### src/rtl/otter_mem_arbiter_pkg.sv
// otter_pkg: shared types for the OTTER data-port arbiter.
// States, owner encoding and access-size codes.
package otter_pkg;

  typedef enum logic [1:0] {
    ST_IDLE,
    ST_ISSUE,
    ST_WAIT,
    ST_RESP
  } arb_state_t;

  typedef enum logic {
    OWN_CPU,
    OWN_DMA
  } owner_t;

  localparam logic [1:0] SZ_BYTE = 2'b00;
  localparam logic [1:0] SZ_HALF = 2'b01;
  localparam logic [1:0] SZ_WORD = 2'b10;

endpackage

### src/rtl/otter_mem_arbiter_if.sv
// otter_mem_arbiter_if: requester and memory bus bundle.
// slave = arbiter view, master = requesters/memory view.
interface otter_mem_arbiter_if #(
  parameter int ADDR_W = 32,
  parameter int DATA_W = 32
);

  logic              cpu_req;
  logic              cpu_we;
  logic [ADDR_W-1:0] cpu_addr;
  logic [DATA_W-1:0] cpu_wdata;
  logic [1:0]        cpu_size;
  logic [DATA_W-1:0] cpu_rdata;
  logic              cpu_ack;
  logic              cpu_stall;

  logic              dma_req;
  logic              dma_we;
  logic [ADDR_W-1:0] dma_addr;
  logic [DATA_W-1:0] dma_wdata;
  logic [1:0]        dma_size;
  logic [DATA_W-1:0] dma_rdata;
  logic              dma_ack;

  logic              mem_rden;
  logic              mem_we;
  logic [ADDR_W-1:0] mem_addr;
  logic [DATA_W-1:0] mem_wdata;
  logic [1:0]        mem_size;
  logic [DATA_W-1:0] mem_rdata;

  logic              arb_busy;

  modport slave (
    input  cpu_req, cpu_we, cpu_addr,
    input  cpu_wdata, cpu_size,
    output cpu_rdata, cpu_ack, cpu_stall,
    input  dma_req, dma_we, dma_addr,
    input  dma_wdata, dma_size,
    output dma_rdata, dma_ack,
    output mem_rden, mem_we, mem_addr,
    output mem_wdata, mem_size,
    input  mem_rdata,
    output arb_busy
  );

  modport master (
    output cpu_req, cpu_we, cpu_addr,
    output cpu_wdata, cpu_size,
    input  cpu_rdata, cpu_ack, cpu_stall,
    output dma_req, dma_we, dma_addr,
    output dma_wdata, dma_size,
    input  dma_rdata, dma_ack,
    input  mem_rden, mem_we, mem_addr,
    input  mem_wdata, mem_size,
    output mem_rdata,
    input  arb_busy
  );

endinterface

### src/rtl/otter_mem_arbiter_sel.sv
// otter_arb_sel: combinational grant select.
// MEM_ARB_RR_EN selects round-robin, else CPU-first priority.
module otter_arb_sel
  import otter_pkg::*;
(
  input  logic   cpu_req,
  input  logic   dma_req,
  input  owner_t last_grant,
  output owner_t grant
);

  // Pick the next owner; result is unused when nobody requests.
  always_comb begin
    grant = last_grant;
`ifdef MEM_ARB_RR_EN
    if (cpu_req && dma_req)
      grant = (last_grant == OWN_CPU) ?
              OWN_DMA : OWN_CPU;
    else if (cpu_req)
      grant = OWN_CPU;
    else if (dma_req)
      grant = OWN_DMA;
`else
    if (cpu_req)
      grant = OWN_CPU;
    else if (dma_req)
      grant = OWN_DMA;
`endif
  end

endmodule

### src/rtl/otter_mem_arbiter.sv
// otter_mem_arbiter: shares OTTER memory port 2 between CPU and DMA.
// MEM_ARB_RR_EN enables round-robin grant on ties.
module otter_mem_arbiter
  import otter_pkg::*;
#(
  parameter int ADDR_W  = 32,
  parameter int DATA_W  = 32,
  parameter int MEM_LAT = 1
) (
  input logic                 CLK,
  input logic                 RST,
  otter_mem_arbiter_if.slave  bus
);

  localparam logic [3:0] LAT_INIT = 4'(MEM_LAT - 1);

  arb_state_t        state;
  owner_t            owner;
  owner_t            last_grant;
  owner_t            grant;
  logic              lat_we;
  logic [3:0]        lat_cnt;

  logic              sel_we;
  logic [ADDR_W-1:0] sel_addr;
  logic [DATA_W-1:0] sel_wdata;
  logic [1:0]        sel_size;

  logic              cpu_ack_q;
  logic              dma_ack_q;
  logic [DATA_W-1:0] cpu_rdata_q;
  logic [DATA_W-1:0] dma_rdata_q;
  logic              mem_rden_q;
  logic              mem_we_q;
  logic [ADDR_W-1:0] mem_addr_q;
  logic [DATA_W-1:0] mem_wdata_q;
  logic [1:0]        mem_size_q;

  otter_arb_sel u_sel (
    .cpu_req    (bus.cpu_req),
    .dma_req    (bus.dma_req),
    .last_grant (last_grant),
    .grant      (grant)
  );

  // Route the granted requester's fields to the latch inputs.
  always_comb begin
    sel_we    = bus.cpu_we;
    sel_addr  = bus.cpu_addr;
    sel_wdata = bus.cpu_wdata;
    sel_size  = bus.cpu_size;
    if (grant == OWN_DMA) begin
      sel_we    = bus.dma_we;
      sel_addr  = bus.dma_addr;
      sel_wdata = bus.dma_wdata;
      sel_size  = bus.dma_size;
    end
  end

  // Access FSM; strobes and acks are registered one-cycle pulses.
  always_ff @(posedge CLK or posedge RST) begin
    if (RST) begin
      state       <= ST_IDLE;
      owner       <= OWN_CPU;
      last_grant  <= OWN_DMA;
      lat_we      <= 1'b0;
      lat_cnt     <= '0;
      cpu_ack_q   <= 1'b0;
      dma_ack_q   <= 1'b0;
      cpu_rdata_q <= '0;
      dma_rdata_q <= '0;
      mem_rden_q  <= 1'b0;
      mem_we_q    <= 1'b0;
      mem_addr_q  <= '0;
      mem_wdata_q <= '0;
      mem_size_q  <= '0;
    end else begin
      cpu_ack_q  <= 1'b0;
      dma_ack_q  <= 1'b0;
      mem_rden_q <= 1'b0;
      mem_we_q   <= 1'b0;
      unique case (state)
        ST_IDLE: begin
          if (bus.cpu_req || bus.dma_req) begin
            owner       <= grant;
            last_grant  <= grant;
            lat_we      <= sel_we;
            mem_addr_q  <= sel_addr;
            mem_wdata_q <= sel_wdata;
            mem_size_q  <= sel_size;
            mem_we_q    <= sel_we;
            mem_rden_q  <= ~sel_we;
            if (sel_we) begin
              cpu_ack_q <= (grant == OWN_CPU);
              dma_ack_q <= (grant == OWN_DMA);
            end
            state <= ST_ISSUE;
          end
        end
        ST_ISSUE: begin
          if (lat_we) begin
            state <= ST_IDLE;
          end else begin
            lat_cnt <= LAT_INIT;
            state   <= ST_WAIT;
          end
        end
        ST_WAIT: begin
          if (lat_cnt == 4'd0) begin
            if (owner == OWN_CPU) begin
              cpu_rdata_q <= bus.mem_rdata;
              cpu_ack_q   <= 1'b1;
            end else begin
              dma_rdata_q <= bus.mem_rdata;
              dma_ack_q   <= 1'b1;
            end
            state <= ST_RESP;
          end else begin
            lat_cnt <= lat_cnt - 4'd1;
          end
        end
        ST_RESP: begin
          state <= ST_IDLE;
        end
        default: begin
          state <= ST_IDLE;
        end
      endcase
    end
  end

  assign bus.cpu_ack   = cpu_ack_q;
  assign bus.dma_ack   = dma_ack_q;
  assign bus.cpu_rdata = cpu_rdata_q;
  assign bus.dma_rdata = dma_rdata_q;
  assign bus.mem_rden  = mem_rden_q;
  assign bus.mem_we    = mem_we_q;
  assign bus.mem_addr  = mem_addr_q;
  assign bus.mem_wdata = mem_wdata_q;
  assign bus.mem_size  = mem_size_q;
  assign bus.cpu_stall = bus.cpu_req & ~cpu_ack_q;
  assign bus.arb_busy  = (state != ST_IDLE);

endmodule
### src/flat_wrapper.sv
// flat-port wrapper written by rule: the top's interface ports become plain ports
module otter_mem_arbiter_flat import otter_pkg::*;
#(
  parameter int ADDR_W  = 32,
  parameter int DATA_W  = 32,
  parameter int MEM_LAT = 1
)
  (CLK, RST, bus_cpu_req, bus_cpu_we, bus_cpu_addr, bus_cpu_wdata, bus_cpu_size, bus_cpu_rdata, bus_cpu_ack, bus_cpu_stall, bus_dma_req, bus_dma_we, bus_dma_addr, bus_dma_wdata, bus_dma_size, bus_dma_rdata, bus_dma_ack, bus_mem_rden, bus_mem_we, bus_mem_addr, bus_mem_wdata, bus_mem_size, bus_mem_rdata, bus_arb_busy);
  otter_mem_arbiter_if #(.ADDR_W(ADDR_W), .DATA_W(DATA_W)) bus_i ();
  input logic CLK;
  input logic RST;
  input wire logic [$bits(bus_i.cpu_req)-1:0] bus_cpu_req;
  input wire logic [$bits(bus_i.cpu_we)-1:0] bus_cpu_we;
  input wire logic [$bits(bus_i.cpu_addr)-1:0] bus_cpu_addr;
  input wire logic [$bits(bus_i.cpu_wdata)-1:0] bus_cpu_wdata;
  input wire logic [$bits(bus_i.cpu_size)-1:0] bus_cpu_size;
  output wire logic [$bits(bus_i.cpu_rdata)-1:0] bus_cpu_rdata;
  output wire logic [$bits(bus_i.cpu_ack)-1:0] bus_cpu_ack;
  output wire logic [$bits(bus_i.cpu_stall)-1:0] bus_cpu_stall;
  input wire logic [$bits(bus_i.dma_req)-1:0] bus_dma_req;
  input wire logic [$bits(bus_i.dma_we)-1:0] bus_dma_we;
  input wire logic [$bits(bus_i.dma_addr)-1:0] bus_dma_addr;
  input wire logic [$bits(bus_i.dma_wdata)-1:0] bus_dma_wdata;
  input wire logic [$bits(bus_i.dma_size)-1:0] bus_dma_size;
  output wire logic [$bits(bus_i.dma_rdata)-1:0] bus_dma_rdata;
  output wire logic [$bits(bus_i.dma_ack)-1:0] bus_dma_ack;
  output wire logic [$bits(bus_i.mem_rden)-1:0] bus_mem_rden;
  output wire logic [$bits(bus_i.mem_we)-1:0] bus_mem_we;
  output wire logic [$bits(bus_i.mem_addr)-1:0] bus_mem_addr;
  output wire logic [$bits(bus_i.mem_wdata)-1:0] bus_mem_wdata;
  output wire logic [$bits(bus_i.mem_size)-1:0] bus_mem_size;
  input wire logic [$bits(bus_i.mem_rdata)-1:0] bus_mem_rdata;
  output wire logic [$bits(bus_i.arb_busy)-1:0] bus_arb_busy;
  assign bus_i.cpu_req = bus_cpu_req;
  assign bus_i.cpu_we = bus_cpu_we;
  assign bus_i.cpu_addr = bus_cpu_addr;
  assign bus_i.cpu_wdata = bus_cpu_wdata;
  assign bus_i.cpu_size = bus_cpu_size;
  assign bus_cpu_rdata = bus_i.cpu_rdata;
  assign bus_cpu_ack = bus_i.cpu_ack;
  assign bus_cpu_stall = bus_i.cpu_stall;
  assign bus_i.dma_req = bus_dma_req;
  assign bus_i.dma_we = bus_dma_we;
  assign bus_i.dma_addr = bus_dma_addr;
  assign bus_i.dma_wdata = bus_dma_wdata;
  assign bus_i.dma_size = bus_dma_size;
  assign bus_dma_rdata = bus_i.dma_rdata;
  assign bus_dma_ack = bus_i.dma_ack;
  assign bus_mem_rden = bus_i.mem_rden;
  assign bus_mem_we = bus_i.mem_we;
  assign bus_mem_addr = bus_i.mem_addr;
  assign bus_mem_wdata = bus_i.mem_wdata;
  assign bus_mem_size = bus_i.mem_size;
  assign bus_i.mem_rdata = bus_mem_rdata;
  assign bus_arb_busy = bus_i.arb_busy;
  otter_mem_arbiter #(.ADDR_W(ADDR_W), .DATA_W(DATA_W), .MEM_LAT(MEM_LAT)) u_core (.CLK(CLK), .RST(RST), .bus(bus_i));
endmodule
### config.mk
export PLATFORM = sky130hd
export DESIGN_NAME = otter_mem_arbiter_flat
export DESIGN_NICKNAME = d
export VERILOG_FILES = /design/src/rtl/otter_mem_arbiter_pkg.sv /design/src/rtl/otter_mem_arbiter_if.sv /design/src/rtl/otter_mem_arbiter_sel.sv /design/src/rtl/otter_mem_arbiter.sv /design/src/flat_wrapper.sv
export SDC_FILE = /design/constraint.sdc
export NUM_CORES = 1
export LEC_CHECK = 0
export ABC_CLOCK_PERIOD_IN_PS = 5200
export BUFFER_PORTS_ARGS = -buffer_cell sky130_fd_sc_hd__buf_4
export CORE_AREA = 2 2 118 120
export DETAILED_ROUTE_END_ITERATION = 10
export DIE_AREA = 0 0 120 122
export MAX_ROUTING_LAYER = met4
export PLACE_DENSITY_LB_ADDON = 0.1
export REMOVE_ABC_BUFFERS = 1
export SYNTH_ARGS = -nofsm -noshare
export SYNTH_HDL_FRONTEND = slang
export SYNTH_SLANG_ARGS = --single-unit
### constraint.sdc
create_clock -name CLK -period 5.2 [get_ports CLK]
set_clock_uncertainty 0.15 [all_clocks]
set_input_delay 0.52 -clock CLK [delete_from_list [all_inputs] [get_ports CLK]]
set_output_delay 0.52 -clock CLK [all_outputs]
set_load 0.01 [all_outputs]
# Yosys cells after proc, flatten, opt, wreduce, memory -nomap -nowiden
# Cells that the tools add are included.
# totals
reg_bits	143
# op_classes
addsub	1
eq_ne	7
mux	27
n_bitwise	5
reduce_logical	10
# ops
op	count
32-bit 2-to-1 mux	2
1-bit 2-to-1 mux	15
3-bit AND reduction	3
2-bit 2-to-1 mux	4
4-bit 2-to-1 mux	2
2-bit one-hot mux with 4 select lines	1
4-bit one-hot mux with 2 select lines	1
2-bit equality test, second input constant	2
4-bit logical NOT	1
2-bit by 1-bit != test with 1-bit output, second input constant	2
2-bit != test, second input constant	2
1-bit NOT	4
1-bit one-hot mux with 2 select lines	2
2-bit AND reduction	2
2-bit nonzero test	2
4-bit by 1-bit subtractor with 4-bit output, second input constant	1
2-bit by 1-bit equality test with 1-bit output, second input constant	1
2-bit logical NOT	1
1-bit AND	1
1-bit logical OR	1

# Depth between registers and ports, before layout
# logic_depth
depth_word	6
mapped_depth	9

# Hierarchy
# From an unflattened synthesis, not the netlist that was laid out.
# unflattened
cells_unflattened	489
area_unflattened_um2	6224.7
# by_module_without_submodules
module	n_inst	cells_per_inst	area_per_inst_um2	seq_area_each_um2
otter_mem_arbiter	1	488	6214.7	3579.7
otter_arb_sel	1	1	10.0	0.0

# Worst setup path before layout
# No wires, ideal clock.
# synth_path
path_type	register to register
start	register u_core.lat_cnt[0]
end	register u_core.cpu_rdata_q[10], in the netlist u_core.bus.cpu_rdata[10]
setup_ns	0.125
t_arrival_ns	1.858
required_ns	4.925
slack_ns	3.067
stages_incl_launch_ff	7
n_path_buf	1
synth_period_minus_slack_ns	2.133
cell_sequence	dfrtp_1 inv_1 ha_1 or3b_4 nor3b_4 buf_6 mux2_2
# synth_between
elab_chain_len	2
# synth_lines
item	line	source
start, declared	otter_mem_arbiter.sv:22	logic [3:0] lat_cnt;
start signal, assigned	otter_mem_arbiter.sv:119	lat_cnt <= lat_cnt - 4'd1;
4-bit logical NOT	otter_mem_arbiter.sv:109	if (lat_cnt == 4'd0) begin
3-bit AND reduction (no source line)	--	
end signal, assigned	otter_mem_arbiter.sv:111	cpu_rdata_q <= bus.mem_rdata;
end, declared	otter_mem_arbiter.sv:31	logic [DATA_W-1:0] cpu_rdata_q;
# No other way between the ends.
# A chain may end at the register's enable or synchronous reset.

# Worst setup path after layout
# layout_path
start	register u_core.lat_cnt[0]
end	register u_core.cpu_rdata_q[28], in the netlist u_core.bus.cpu_rdata[28]
# The elaborated chain is that of the path after synthesis.

==> impl_metrics.csv <==
group,metric,value,unit
run_status,status,"finished, final reports clean",
floorplan,die_w,120,um
route,drt_first_pass_iters,4,
worst_setup_path,cp_max_fo,31,
route,avgRoutedWirePerCell,16.9,um
worst_setup_path,max_stage_delay,0.42,ns
worst_setup_path,critPathCaptureType,"flop",
sta,fin_crit_sh,0.466,
clock_tree,clock_sinks,143,
route,drt-initial-drc-count,256,
route,via_per_inst,5.12,
floorplan,fp-row-count,43,
route,ant_nets,0,
clock_tree,htree_levels,4,
floorplan,die_y,122,um
clock_tree,cts.path.max_buffers,2,
place,routabilityCongestion,0.834,
synthesis,synth-warning-count,0,
sta,slew_headroom,0.465,
grt,grt_pass1_wl,27200,um
place,post-place-cells,1018,
clock_tree,post-cts-setup-buffers,0,
route,drc,0,
worst_setup_path,required,5.34,ns
sta,fin_crit,2.43,ns
job,drv_cap,0,
worst_setup_path,critPathBufInv,2,
final_layout,nNetsFinal,1032,
sta,tightest_slew,0.802,ns
place,hpwl,12700,um
floorplan,core_area,13500,um2
clock_tree,cts_tree,"built",
grt,grt_pass1_vias,5448,
final_layout,area_growth,50.0,%
pwr,power.leakage,0.00436,uW
worst_setup_path,crit_arrival,2.56,ns
synthesis,ys_types,36,
sta,tns,0,ns
pwr,p_per_area,612,nW/um2
clock_tree,clk_pin_slew,0.06,ns
clock_tree,cts_root_buf,"clkbuf_16",
synthesis,ys_seq_area_frac,0.596,
worst_setup_path,crit_chain,"inv_1 -> ha_1 -> or3b_4 -> nor3b_4 -> buf_4 -> mux2_2",
clock_tree,insertion_delay,0.40,ns
place,portBuffers,305,
grt,track_usage,0.246,
route,num_vias,5373,
worst_setup_path,cpLargestDelayFamily,"simple AND/OR/NAND/NOR gates",
floorplan,die_area,14600,um2
sta,setup_viol,0,
sta,setup_slack,2.77,ns
synthesis,yosys-top-cells-area,"dfrtp_1 (59%), mux2_2 (12%), a21oi_1 (11%), nand2_1 (4.5%), nor2_1 (4.3%)",
final_layout,drive_gt1_frac,0.478,
route,postRouteWirelength,17800,um
floorplan,io_pins,306,
place,post-place-ws,2.78,ns
worst_setup_path,ff2ff_setup_slack,2.77,ns
worst_setup_path,critPathLaunchType,"flop",
synthesis,syn_area_per_cell,10.7,um2
final_layout,final_cells,1050,
final_layout,nFillCells,1079,
sta,finalMaxSlewViolations,0,
worst_setup_path,cp_slowest_cell,"or3b_4",
final_layout,antenna-diode-count,0,
clock_tree,numCtsBuffers,17,
sta,hold_violations,0,
pwr,power.total,5510,uW
clock_tree,cts_hold_buf,0,
synthesis,synth_area,6000,um2
final_layout,final_cell_mix,"buf_4 (312), dfrtp_1 (142), a21oi_1 (134)",
worst_hold_path,hold_class,"in2async",
grt,grt_max_degree,91,
worst_setup_path,path_class,"reg2reg",
final_layout,final_common_cell,"buf_4",
sta,rsz0062_at_grt,"false",
grt,antenna_found_initial,0,
sta,clock.fmax,412,MHz
synthesis,syn-instance-count,563,
grt,grt-ovfl-total,0,
synthesis,synth_top_area_frac,0.592,
pwr,ir_worst_vdd,279,uV
clock_tree,cts-resized-gates,0,
synthesis,ys_ff_latch,143,
floorplan,start_util,0.444,
synthesis,yosysTopAreaCell,"dfrtp_1",
## logic make-up (layout without fill, tap and decap cells)
kind of cell	after synthesis	count (layout)	synth area share
flops	143	143	0.596
mux	66	66	0.123
compound gates	154	154	0.136
fa+ha+maj	5	5	0.0104
simple gates	151	151	0.102
buf+inv	44	351	0.0325
## power by group
part,internal [uW],switching (uW)
combinational,1210,1150
sequential,1660,311
clock,727,448
## per-stage QoR
| stage | utilization | hold slack [ns] | instance area (um2) |
|---|---|---|---|
| after detailed placement | 0.624 | 0.345 | 8430 |
| after global routing | 0.667 | 0.169 | 9000 |
| final | 0.667 | 0.119 | 9000 |
| after global placement | 0.624 | 0.338 | 8430 |
| after CTS | 0.667 | 0.138 | 9000 |
| after floorplan | - | 0.318 | 5830 |
## state kept, by name, summed over array words and instances (netlist names), named ones only
register / count
u_core.bus.cpu_rdata: 32
u_core.bus.mem_we: 1
u_core.bus.dma_rdata: 32
u_core.bus.cpu_ack: 1
u_core.lat_cnt: 4
u_core.bus.mem_size: 2
u_core.bus.mem_rden: 1
u_core.last_grant: 1
u_core.bus.mem_wdata: 32
u_core.lat_we: 1
u_core.owner: 1
u_core.bus.dma_ack: 1
u_core.bus.mem_addr: 32
u_core.state: 1
## final timing paths
path	start	endpoint	cells past startpoint
hold reg to reg	u_core.bus.cpu_rdata[1]$_DFFE_PP0P_	u_core.bus.cpu_rdata[1]$_DFFE_PP0P_	1
max in group asynchronous	RST	u_core.bus.mem_wdata[23]$_DFFE_PP0P_	3
setup reg to reg	u_core.lat_cnt[0]$_DFFE_PP0P_	u_core.bus.cpu_rdata[28]$_DFFE_PP0P_	6
setup / recovery	u_core.lat_cnt[0]$_DFFE_PP0P_	u_core.bus.cpu_rdata[28]$_DFFE_PP0P_	6
hold / removal	RST	u_core.bus.dma_rdata[20]$_DFFE_PP0P_	2
min in group CLK	bus_cpu_addr[11]	u_core.bus.mem_addr[11]$_DFFE_PP0P_	3
## worst reg2reg max path: cells and delay by family, from the launching register on
kind	cells	cell delay (ns)
simple gates	2	0.64
mux	1	0.41
fa+ha+maj	1	0.20
flops	1	0.37
buf+inv	2	0.54
## cell type report
type | instances | area, um2 | share of cell area
clock buffer | 21 | 460 | 0.0511
clock inverter | 11 | 115 | 0.0128
inverter | 7 | 31.3 | 0.00347
multi-input combinational | 376 | 2250 | 0.250
sequential | 143 | 3580 | 0.398
tap | 180 | 225 | 0.0250
timing repair buffer | 312 | 2340 | 0.260
## Yosys cell counts
library cell and number:
ha_1 5, nor2b_1 3, a21bo_2 1, a21boi_0 1, a31o_2 1, buf_2 6
nor3b_1 1, o21ba_2 1, a22oi_1 1, nand2_1 72, a221oi_1 1, o22a_1 1
dfstp_2 1, buf_6 3, o21ai_0 5, o21ai_1 1, nor3_1 1, nand3_1 2
clkbuf_1 26, dfrtp_1 142, nand2b_1 1, o2111ai_1 2, a21oi_1 134, o211ai_1 1
and3_1 1, o21bai_1 1, mux2i_1 2, o21a_1 1, or3b_4 1, buf_1 2
nor2_1 68, a31oi_1 1, mux2_2 64, o22ai_1 1, inv_1 7, nor3b_4 1
## per-layer routing
metal  vias to the layer above  part of all wire  track usage  wire (um)
li1                       2501                 -            -          -
met1                      2609              0.40        0.291       7120
met2                       225              0.50        0.400       8930
met3                        38             0.067       0.0595       1190
met4                         0             0.030        0.115        540
met5                         -                 0            -          0
No activity file was read; power rests on OpenSTA's default activity.
